### src/rtl/mult_unit_pkg.sv
// Shared multiplier definitions: operation codes and decode helpers.
package mult_unit_pkg;

  localparam int unsigned OP_W = 3;

  typedef enum logic [OP_W-1:0] {
    OP_MULT  = 3'd0,
    OP_MULTU = 3'd1,
    OP_MADD  = 3'd2,
    OP_MADDU = 3'd3,
    OP_MSUB  = 3'd4,
    OP_MSUBU = 3'd5
  } mul_op_t;

  // Undefined codes fall through all helpers as false, i.e. behave as MULTU.
  function automatic logic is_signed(input mul_op_t op);
    return op inside {OP_MULT, OP_MADD, OP_MSUB};
  endfunction

  function automatic logic is_acc(input mul_op_t op);
    return op inside {OP_MADD, OP_MADDU, OP_MSUB, OP_MSUBU};
  endfunction

  function automatic logic is_sub(input mul_op_t op);
    return op inside {OP_MSUB, OP_MSUBU};
  endfunction

endpackage

### src/rtl/mult_pipe_reg.sv
// One pipeline stage: valid bit plus payload, with stall enable and flush.
module mult_pipe_reg #(
  parameter int unsigned DATA_W = 8
) (
  input  logic              clk,
  input  logic              resetn,
  input  logic              en,
  input  logic              flush,
  input  logic              in_valid,
  input  logic [DATA_W-1:0] in_data,
  output logic              out_valid,
  output logic [DATA_W-1:0] out_data
);

  logic              valid_q, valid_d;
  logic [DATA_W-1:0] data_q, data_d;

  // Flush only kills the valid bit; payload is don't-care once invalid.
  always_comb begin
    valid_d = valid_q;
    data_d  = data_q;
    if (!resetn) begin
      valid_d = 1'b0;
      data_d  = '0;
    end else if (flush) begin
      valid_d = 1'b0;
    end else if (en) begin
      valid_d = in_valid;
      data_d  = in_data;
    end
  end

  always_ff @(posedge clk) begin
    valid_q <= valid_d;
    data_q  <= data_d;
  end

  assign out_valid = valid_q;
  assign out_data  = data_q;

endmodule

### src/rtl/mult_unit.sv
// Pipelined signed/unsigned multiplier with multiply-add/subtract and a
// global-stall valid/ready handshake.
module mult_unit
  import mult_unit_pkg::*;
#(
  parameter int unsigned WIDTH  = 32,
  parameter int unsigned STAGES = 2,
  parameter int unsigned TAG_W  = 4
) (
  input  logic               clk,
  input  logic               resetn,
  input  logic               flush,
  input  logic               in_valid,
  output logic               in_ready,
  input  logic [2:0]         op,
  input  logic [WIDTH-1:0]   a,
  input  logic [WIDTH-1:0]   b,
  input  logic [2*WIDTH-1:0] acc,
  input  logic [TAG_W-1:0]   in_tag,
  output logic               out_valid,
  input  logic               out_ready,
  output logic [2*WIDTH-1:0] result,
  output logic [TAG_W-1:0]   out_tag,
  output logic               busy
);

  localparam int unsigned HALF   = WIDTH / 2;
  localparam int unsigned DW     = 2 * WIDTH;
  localparam int unsigned PP_W   = 4 * WIDTH;
  localparam int unsigned CORR_W = WIDTH + 1;
  localparam int unsigned S1_W   = PP_W + CORR_W + DW + OP_W + TAG_W;
  localparam int unsigned RES_W  = DW + TAG_W;

  if (WIDTH < 8 || WIDTH > 64 || (WIDTH % 2) != 0 || STAGES < 1 || STAGES > 4) begin : g_param_check
    $error("mult_unit: illegal WIDTH=%0d or STAGES=%0d", WIDTH, STAGES);
  end

  // Unsigned half-width partial products, packed {hh, hl, lh, ll}.
  function automatic logic [PP_W-1:0] partials(input logic [WIDTH-1:0] x, input logic [WIDTH-1:0] y);
    logic [WIDTH-1:0] xl, xh, yl, yh;
    xl = WIDTH'(x[HALF-1:0]);
    xh = WIDTH'(x[WIDTH-1:HALF]);
    yl = WIDTH'(y[HALF-1:0]);
    yh = WIDTH'(y[WIDTH-1:HALF]);
    return {xh * yh, xh * yl, xl * yh, xl * yl};
  endfunction

  // Sign-extension turns ext(x)*ext(y) into x*y minus these terms at 2^WIDTH.
  function automatic logic [CORR_W-1:0] sign_corr(input mul_op_t o, input logic [WIDTH-1:0] x,
                                                  input logic [WIDTH-1:0] y);
    logic [CORR_W-1:0] c;
    c = '0;
    if (is_signed(o) && x[WIDTH-1]) c = c + CORR_W'(y);
    if (is_signed(o) && y[WIDTH-1]) c = c + CORR_W'(x);
    return c;
  endfunction

  function automatic logic [DW-1:0] combine(input logic [PP_W-1:0] pp, input logic [CORR_W-1:0] c,
                                            input logic [DW-1:0] acc_v, input mul_op_t o);
    logic [DW-1:0] p;
    p = DW'(pp[WIDTH-1:0])
      + (DW'(pp[2*WIDTH-1:WIDTH]) << HALF)
      + (DW'(pp[3*WIDTH-1:2*WIDTH]) << HALF)
      + (DW'(pp[4*WIDTH-1:3*WIDTH]) << WIDTH)
      - (DW'(c) << WIDTH);
    if (!is_acc(o)) return p;
    if (is_sub(o)) return acc_v - p;
    return acc_v + p;
  endfunction

  mul_op_t          op_in_c;
  logic             advance_c;
  logic             last_valid;
  logic [RES_W-1:0] last_data;

  assign op_in_c   = mul_op_t'(op);
  assign advance_c = !out_valid || out_ready;
  assign in_ready  = advance_c;
  assign out_valid = last_valid;
  assign result    = last_data[RES_W-1:TAG_W];
  assign out_tag   = last_data[TAG_W-1:0];

  if (STAGES == 1) begin : g_single
    logic [RES_W-1:0] res_in_c;
    assign res_in_c = {combine(partials(a, b), sign_corr(op_in_c, a, b), acc, op_in_c), in_tag};

    mult_pipe_reg #(.DATA_W(RES_W)) u_stage (
      .clk(clk), .resetn(resetn), .en(advance_c), .flush(flush),
      .in_valid(in_valid), .in_data(res_in_c),
      .out_valid(last_valid), .out_data(last_data)
    );
    assign busy = last_valid;
  end else begin : g_multi
    logic              s1_valid;
    logic [S1_W-1:0]   s1_in_c, s1_data;
    logic [PP_W-1:0]   s1_pp;
    logic [CORR_W-1:0] s1_corr;
    logic [DW-1:0]     s1_acc;
    mul_op_t           s1_op;
    logic [TAG_W-1:0]  s1_tag;
    logic [STAGES-2:0] rv;
    logic [RES_W-1:0]  rd [STAGES-1];

    // Stage 1 captures partial products with the op, acc and tag they belong to.
    assign s1_in_c = {partials(a, b), sign_corr(op_in_c, a, b), acc, op, in_tag};

    mult_pipe_reg #(.DATA_W(S1_W)) u_stage1 (
      .clk(clk), .resetn(resetn), .en(advance_c), .flush(flush),
      .in_valid(in_valid), .in_data(s1_in_c),
      .out_valid(s1_valid), .out_data(s1_data)
    );

    assign s1_pp   = s1_data[S1_W-1 -: PP_W];
    assign s1_corr = s1_data[S1_W-PP_W-1 -: CORR_W];
    assign s1_acc  = s1_data[TAG_W+OP_W +: DW];
    assign s1_op   = mul_op_t'(s1_data[TAG_W +: OP_W]);
    assign s1_tag  = s1_data[TAG_W-1:0];

    for (genvar k = 0; k < STAGES - 1; k++) begin : g_res
      logic             vin;
      logic [RES_W-1:0] din;
      if (k == 0) begin : g_first
        assign vin = s1_valid;
        assign din = {combine(s1_pp, s1_corr, s1_acc, s1_op), s1_tag};
      end else begin : g_next
        assign vin = rv[k-1];
        assign din = rd[k-1];
      end

      mult_pipe_reg #(.DATA_W(RES_W)) u_stage (
        .clk(clk), .resetn(resetn), .en(advance_c), .flush(flush),
        .in_valid(vin), .in_data(din),
        .out_valid(rv[k]), .out_data(rd[k])
      );
    end

    assign last_valid = rv[STAGES-2];
    assign last_data  = rd[STAGES-2];
    assign busy       = s1_valid | (|rv);
  end

endmodule
### config.mk
export PLATFORM = sky130hd
export DESIGN_NAME = mult_unit
export DESIGN_NICKNAME = d
export VERILOG_FILES = /design/src/rtl/mult_unit_pkg.sv /design/src/rtl/mult_pipe_reg.sv /design/src/rtl/mult_unit.sv
export SDC_FILE = /design/constraint.sdc
export NUM_CORES = 2
export LEC_CHECK = 0
export ABC_CLOCK_PERIOD_IN_PS = 7500
export CORE_UTILIZATION = 30
export DETAILED_ROUTE_END_ITERATION = 8
export GPL_TIMING_DRIVEN = 1
export PLACE_DENSITY = 0.57
export SLEW_MARGIN = 0
export SYNTH_ARGS = -nofsm -noshare
export SYNTH_HDL_FRONTEND = slang
export SYNTH_SLANG_ARGS = --single-unit
### constraint.sdc
create_clock -name clk -period 7.5 [get_ports clk]
set_clock_uncertainty 0.15 [all_clocks]
set_input_delay 0.75 -clock clk [delete_from_list [all_inputs] [get_ports clk]]
set_output_delay 0.75 -clock clk [all_outputs]
set_load 0.01 [all_outputs]
# Word-level counts from Yosys, hierarchy flattened

Index checks and enable logic that the tools add are counted.
W data, S select, Z words.

Output and inout bits: 71
Bits in registers: 302

Multiply operators: 4
Equality and inequality tests: 6
Mux-type cells: 8
Reductions and logical operators: 10
Add/subtract/negate cells: 7
Bitwise operators: 3

Operators with widths:

| kind                 | number |
|---|---|
| $mux W64             | 4 |
| $mul A16 B16 Y32     | 4 |
| $sub A64 B64 Y64     | 2 |
| $add A50 B64 Y64     | 1 |
| $add A64 B64 Y64     | 1 |
| $add A49 B48 Y50     | 1 |
| $add A32 B48 Y49     | 1 |
| $add A33 B32 Y33     | 1 |
| $mux W33             | 1 |
| $mux W32             | 1 |
| $eq A3 B2 Y1 const B | 3 |
| $eq A3 B3 Y1 const B | 3 |
| $reduce_bool A4 Y1   | 1 |
| $logic_not A3 Y1     | 1 |
| $reduce_bool A3 Y1   | 1 |
| $logic_and A1 B1 Y1  | 2 |
| $mux W1              | 2 |
| $not A1 Y1           | 2 |
| $reduce_and A2 Y1    | 1 |
| $reduce_bool A2 Y1   | 1 |
| $reduce_or A2 Y1     | 1 |
| $logic_not A1 Y1     | 1 |
| $logic_or A1 B1 Y1   | 1 |
| $or A1 B1 Y1         | 1 |

# Longest topological paths before layout

Depth after elaboration: 8
Depth in mapped cells: 33

# Cells and area by module

A second synthesis with hierarchy kept.

Cell total of the unflattened synthesis: 7364
Area, all modules: 59986.3 µm²

Modules (own cells, without submodules):

| module                                    | instances | cells an instance | sequential area each (µm²) | area an instance (µm²) |
|---|---|---|---|---|
| mult_unit                                 | 1         | 6055              | 0.0                        | 47880.9 |
| mult_pipe_reg at g_multi.u_stage1         | 1         | 1010              | 4664.5                     | 9354.0 |
| mult_pipe_reg at g_multi.g_res[0].u_stage | 1         | 299               | 1381.3                     | 2751.4 |

# Least setup slack after synthesis

Ideal clock, no wire load.

Kind: register to register
Start: register g_multi.u_stage1.data_q[121] (netlist: g_multi.u_stage1.out_data[121])
End: register g_multi.g_res[0].u_stage.data_q[60]
Period minus slack after synthesis: 7.469 ns
Slack: 0.031 ns
Arrival time: 7.203 ns
Stages on the path, launching flop included: 32
Required time: 7.235 ns
Cell sequence: dfxtp_1 inv_1 ha_1 fa_1 inv_1 ha_1 buf_2 a21oi_1 o21ai_0 or2_2 or2_1 a31oi_1 xnor2_1 or4_4 nor2_8 nand3_1 o41ai_1 xor2_1 ha_1 a21o_1 a21o_1 a21o_1 a21o_1 a2111oi_0 a2bb2oi_1 a21oi_1 a211o_1 nand4_1 nor2b_1 o21ai_0 or4_1 and3_1

Cells in the longest elaborated chain, start to end: 8
Elaborated cells on any way between the ends: 10
Classes of those cells: add/sub (6); mux (4)

RTL lines:

| element                                             | RTL line                         | text |
|---|---|---|
| start, declared                                     | mult_pipe_reg.sv:16              | `logic [DATA_W-1:0] data_q, data_d;` |
| start signal, assigned                              | mult_pipe_reg.sv:35              | `data_q <= data_d;` |
| $add A32 B48 Y49 *                                  | mult_unit.sv:62                  | `+ (DW'(pp[2*WIDTH-1:WIDTH]) << HALF)` |
| $add A49 B48 Y50 *                                  | mult_unit.sv:63                  | `+ (DW'(pp[3*WIDTH-1:2*WIDTH]) << HALF)` |
| $add A50 B64 Y64 *                                  | mult_unit.sv:64                  | `+ (DW'(pp[4*WIDTH-1:3*WIDTH]) << WIDTH)` |
| $sub A64 B64 Y64 *                                  | mult_unit.sv:65                  | `- (DW'(c) << WIDTH);` |
| $sub A64 B64 Y64 / $mux W64 (equally long branches) | mult_unit.sv:67, mult_unit.sv:66 |  |
| $mux W64                                            | mult_unit.sv:67                  | `if (is_sub(o)) return acc_v - p;` |
| $mux W64                                            | mult_unit.sv:68                  | `return acc_v + p;` |
| $mux W64 *                                          | mult_unit.sv:67                  |  |
| end signal, assigned                                | mult_pipe_reg.sv:35              |  |
| end, declared                                       | mult_pipe_reg.sv:16              |  |

Every way passes the cells marked *; elsewhere a longest branch is shown, timed or not. The select of a mux whose other input is x is not followed.
A chain may end at the register's enable or synchronous reset.

# Worst setup path after layout

Start: register g_multi.u_stage1.data_q[130] (netlist: g_multi.u_stage1.out_data[130])
End: register g_multi.g_res[0].u_stage.data_q[59]

Same word-level chain as after synthesis.

==> run_results.csv <==
group,metric,value,unit
grt,grt_pass1_wl,294,mm
timing,finalMaxSlewViolations,0,
grt,grt_antenna_before_repair,10,
timing,finalCritPeriodShare,96.7,%
cells_and_area,final_area,0.0685,mm^2
cells_and_area,area_growth,20.4,%
yosys,synth.top_cell.area_share,29.1,%
yosys,synth_edf_count,0,
yosys,synth_area_leaders,"fa_1, ha_1, dfxtp_1",
clock_tree,clkSinkCount,300,
routing,wire_per_inst,18.7,um
clock_tree,clock_path_buffers,3,
floorplan,die_w,437,um
timing,setup_viol,0,
routing,ant_nets,0,
critical_path,cp_max_fo,6,
grt,grt_max_degree,180,
yosys,postSynthAreaPerCell,8.08,um^2
cells_and_area,antenna_cells,0,
cells_and_area,finish.utilization,36.4,%
clock_tree,htree_levels,2,
floorplan,die_h,437,um
yosys,synthesis.area,0.0569,mm^2
critical_path,slowest_delay,0.49,ns
routing,vias,49500,
critical_path,critPathKind,"flip-flop to flip-flop",
yosys,yosys.area.top_type,"fa_1",
critical_path,cp.arrival,7.58,ns
yosys,synth_cells,7040,
timing,hold_viol_final,0,
timing,worstMarginPinSlew,1.28,ns
placement,portBuffers,210,
cells_and_area,regArea,0.00602,mm^2
placement,gp_congestion,0.967,
job,drv_cap,0,
outcome,violations,"DRC",
clock_tree,clkLatencyLatePin,0.62,ns
cells_and_area,fillers,19400,
yosys,synth-seq-area-share,10.6,%
timing,max_slew_margin,14.4,%
floorplan,core_area,0.188,mm^2
timing,timing.hold.ws,0.297,ns
yosys,async_flop_share,0,%
cells_and_area,final_nets,9174,
clock_tree,cts.clk_slew.worst_paths,0.06,ns
critical_path,end_kind,"flip-flop",
routing,drtIter0Drc,3410,
floorplan,start_util,30.2,%
yosys,synth_most_common_cell,"nand2_1",
routing,routed_via_density,4.90,
grt,grt-ovfl-total,0,
critical_path,path_buf_inv,5,
critical_path,startpoint_type,"flip-flop",
timing,tns,0,ns
cells_and_area,multi_input_area,0.0455,mm^2
yosys,yosys-top-cells-count,"nand2_1, inv_1, fa_1",
cells_and_area,layout-drive-gt1-share,11.7,%
grt,grt_pass1_vias,50800,
clock_tree,cts_buffers,40,
floorplan,die_area,0.191,mm^2
yosys,synth_nets,8642,
routing,wl,188,mm
outcome,status,"finished with violations",
yosys,yosys_warnings,0,
placement,dpl_cell_area,0.0664,mm^2
critical_path,crit_required,7.83,ns
timing,fmax,138,MHz
critical_path,cp_slowest_cell,"fa_1",
yosys,ys_ff_latch,300,
yosys,synth.distinct_cells,86,
routing,drc,31,
floorplan,pin_count,211,
clock_tree,cts_tree,"done",
min_path,hp-class,"flip-flop to flip-flop",
grt,grt_usage,19.6,%
floorplan,row_count,159,
yosys,synthFlopType,"dfxtp_1",
timing,rsz0062_at_grt,"true",
timing,period_needed,7.25,ns
clock_tree,cts_root_buf,"clkbuf_16",
routing,drt_pass1_iterations,9,
critical_path,critPathTopFamily,"simple AND/OR/NAND/NOR gates",
placement,dpl.hpwl,155,mm
-- routing by layer --
metal  vias up  track usage, %  part of all wire (%)
li1      23500               -                     -
met1     24400            27.1                    46
met2      1357            32.1                    45
met3       213            2.29                   5.6
met4         6            5.23                   3.0
met5         -               0                 0.018
-- worst register-to-register path, delay by kind of cell, from the launching register on --
family / cells / cell delay [ns]
and+or+nand+nor: 13 / 2.06
AOI/OAI and AO/OA: 9 / 1.73
buffers and inverters: 5 / 0.67
adders and majority gates: 4 / 1.55
xor gates and xnor gates: 3 / 0.49
DFF: 1 / 0.46
-- state kept, by name, summed over array words and instances, names as in the netlist --
register                         flops
g_multi.g_res.u_stage.out_data      68
g_multi.u_stage1.out_valid           1
g_multi.u_stage1.out_data          230
g_multi.g_res.u_stage.out_valid      1
-- logic make-up (layout without fill, tap and decap cells) --
group	after synthesis	after routing	synth area share [%]
AOI/OAI and AO/OA	1163	1163	12.9
xor gates and xnor gates	295	295	4.56
adders and majority gates	1462	1462	43.1
buffers and inverters	1558	2120	10.3
DFF	300	300	10.6
muxes	12	12	0.213
and+or+nand+nor	2250	2250	18.3
-- layout make-up --
type                            instances  share of cell area (%)
Inverter                             1174                    6.45
Tap cell                             2495                    4.56
Clock buffer                           50                    1.68
Clock inverter                         22                   0.373
Timing Repair Buffer                  874                    11.7
Sequential cell                       300                    8.79
Multi-Input combinational cell       5182                    66.5
-- repair_timing --
action / CTS / global route
gates cloned: 0 / 1
gates resized for setup: 10 / 125
hold buffers: 0 / 0
endpoints found under the setup margin: 17 / 40
buffers inserted: 0 / 11
pin swaps: 1 / 28
-- cell usage in the layout (no fill, tap or decap), types with 11 or more instances in the layout --
cell type	synthesis	routed
nand4_1	39	39
a221oi_1	35	34
o2111ai_1	13	12
clkbuf_16	0	43
and2_1	386	383
nand2b_1	37	37
o21bai_1	50	50
o31ai_1	17	14
clkdlybuf4s50_1	0	205
xor2_1	111	110
o21ai_0	173	158
a21oi_2	0	20
a211o_1	13	13
xnor2_1	183	181
a21oi_1	446	425
inv_1	1173	1173
o211ai_1	17	17
nor3_1	80	75
dfxtp_1	300	295
buf_12	0	70
nand3_1	74	71
a31oi_1	38	37
and3_1	58	58
o21ai_1	12	23
a311oi_1	27	26
or2_2	16	14
mux2i_1	11	11
buf_4	0	590
a211oi_1	78	76
or3_1	20	20
o21a_1	26	26
nand2_1	1206	1203
nor4_1	14	12
nor2_1	242	231
a21o_1	110	110
ha_1	636	624
fa_1	826	826
nor2b_1	29	26
-- final timing paths --
kind,start,end,slack (ns),depth (start not counted)
max reg2reg,g_multi.u_stage1.out_data[130],g_multi.g_res[0].u_stage.out_data[59],0.25,34
min reg2reg,g_multi.u_stage1.out_data[207],g_multi.u_stage1.out_data[207],0.30,2
max,g_multi.u_stage1.out_data[130],g_multi.g_res[0].u_stage.out_data[59],0.25,34
min,g_multi.u_stage1.out_data[207],g_multi.u_stage1.out_data[207],0.30,2
-- through the flow --
stage | worst slack (ns) | std cells
after floorplan | 0.0313 | 7040
after global placement | -0.566 | 10000
after detailed placement | -0.559 | 10000
after CTS | 0.000663 | 10100
after global routing | -0.103 | 10100
final | 0.245 | 10100
Power is left out: the tool's default activity adds up to more than one toggle a clock period on the data nets, which glitch-free logic cannot reach.
==> edit: new RTL, config.mk and constraints unchanged <==
Change the parameter `TAG_W` from 4 to 5.
--- a/src/rtl/mult_unit.sv
+++ b/src/rtl/mult_unit.sv
@@ -6,5 +6,5 @@
   parameter int unsigned WIDTH  = 32,
   parameter int unsigned STAGES = 2,
-  parameter int unsigned TAG_W  = 4
+  parameter int unsigned TAG_W  = 5
 ) (
   input  logic               clk,
Ports: changed (resized in_tag and out_tag); port bits go from 211 to 213. The function was not compared with the original's and may differ.
==> edit against the unedited design <==
Setup slack worse by 0.14 ns. Largest cell class unchanged. Design area down 0.21%. Count of clock-buffer cells in the layout up 5. Non-clock buffer count down 38. Area after synthesis up 0.68%. Sequential cell count up 2. Die area up 0.67%. Highest routed layer unchanged. Wire length down 0.59%. Critical endpoint is now g_multi.g_res[0].u_stage.out_data[68].
Power is not shown: default switching activity piles up to over one toggle a cycle in this logic, so the estimate is an artifact.
==> edit: results (changes against the unedited design) <==
status complete, no violations; Hold EP g_multi.u_stage1.out_data[175]; Synth top cells by count 1,211 x nand2_1, 1,156 x inv_1, 826 x fa_1, 636 x ha_1, 468 x a21oi_1; routed wl met2 86,200 um (+0.84%); RR Startpoint g_multi.u_stage1.out_data[132]; Tightest Pin Transition 1.21 ns (-0.0650 ns); dpl ws -0.427 ns (+0.133 ns); GP Congestion 0.924 (-4.4%); # placed instances 9,994 (-0.19%); RR Endpoint g_multi.g_res[0].u_stage.out_data[68]; Initial DRC Count 2,931 (-14%); Total GRT Usage 19.2% (-0.38 points); Worst Hold Launch g_multi.u_stage1.out_data[175]; Initial DRT Pass Iterations 6 (-3); vias in the first global route 50,172 (-1.2%); Max FO, Critical Path 7 (+1); # nets final 9,168 (-0.065%); met3 Use GR 2.45% (+0.16 points); Slowest-stage cell, CP or4b_4; layout cells sized above 1 11.2% (-0.49 points); # port buffers 212 (+0.95%); Via density 4.89 (-0.22%); worst hold margin 0.299 ns (+0.00156 ns); met1 Track Usage GR 26.0% (-1.0 points); worst stage delay on the critical path 0.54 ns (+0.05 ns); Num CTS Buffers 41 (+2.5%)
==> edit: cell count changes after synthesis, sizes merged, moves of 10 or more <==
cell / change
a21o: +25
a21oi: +22
buf: +14
inv: -17
nand3: +14
nand4: -10
nor3: -15
o211ai: +11
or3: +12
==> edit: per-stage QoR <==
| stage | setup TNS (ns) | cell area, um^2 |
|---|---|---|
| after global routing | -0.477 | 68300 |
| after CTS | 0 | 67700 |
| after floorplan | 0 | 57200 |
| final | 0 | 68300 |
| after global placement | -5.27 | 66300 |
| after detailed placement | -5.45 | 66300 |
==> edit: critical path: cells and delay by family (launching register included) <==
family | cells | cell delay (ns)
AO/OA/AOI/OAI | 9 | 1.93
XOR/XNOR | 2 | 0.27
adder cells (fa/ha/maj) | 4 | 1.37
buffers and inverters | 4 | 0.50
flip-flops | 1 | 0.32
AND/OR/NAND/NOR | 9 | 2.67
==> edit: layout make-up <==
cell class | count | area, um^2
Fill cell | 19526 | 120000
Multi-Input combinational cell | 5227 | 45800
Timing Repair Buffer | 836 | 7620
Sequential cell | 302 | 6060
Inverter | 1157 | 4350
Tap cell | 2495 | 3120
Clock buffer | 55 | 1190
Clock inverter | 21 | 198
Antenna cell | 2 | 5.00
==> edit: kinds of logic (layout without fill, tap and decap cells) <==
kind of cell             count (synthesis)  after routing  share of synthesized area [%]
AO/OA/AOI/OAI                         1212           1212                           13.4
XOR/XNOR                               292            292                           4.47
multiplexers                            14             14                          0.251
adder cells (fa/ha/maj)               1462           1462                           42.8
AND/OR/NAND/NOR                       2247           2247                           18.2
buffers and inverters                 1561           2069                           10.3
other                                    0              2                              0
flip-flops                             302            302                           10.6
==> edit: repair_timing <==
item,in CTS,in global routing
hold buffers,0,0
setup endpoints to repair,12,19
pin swaps,15,52
gates resized for setup,21,105
setup buffers,4,21
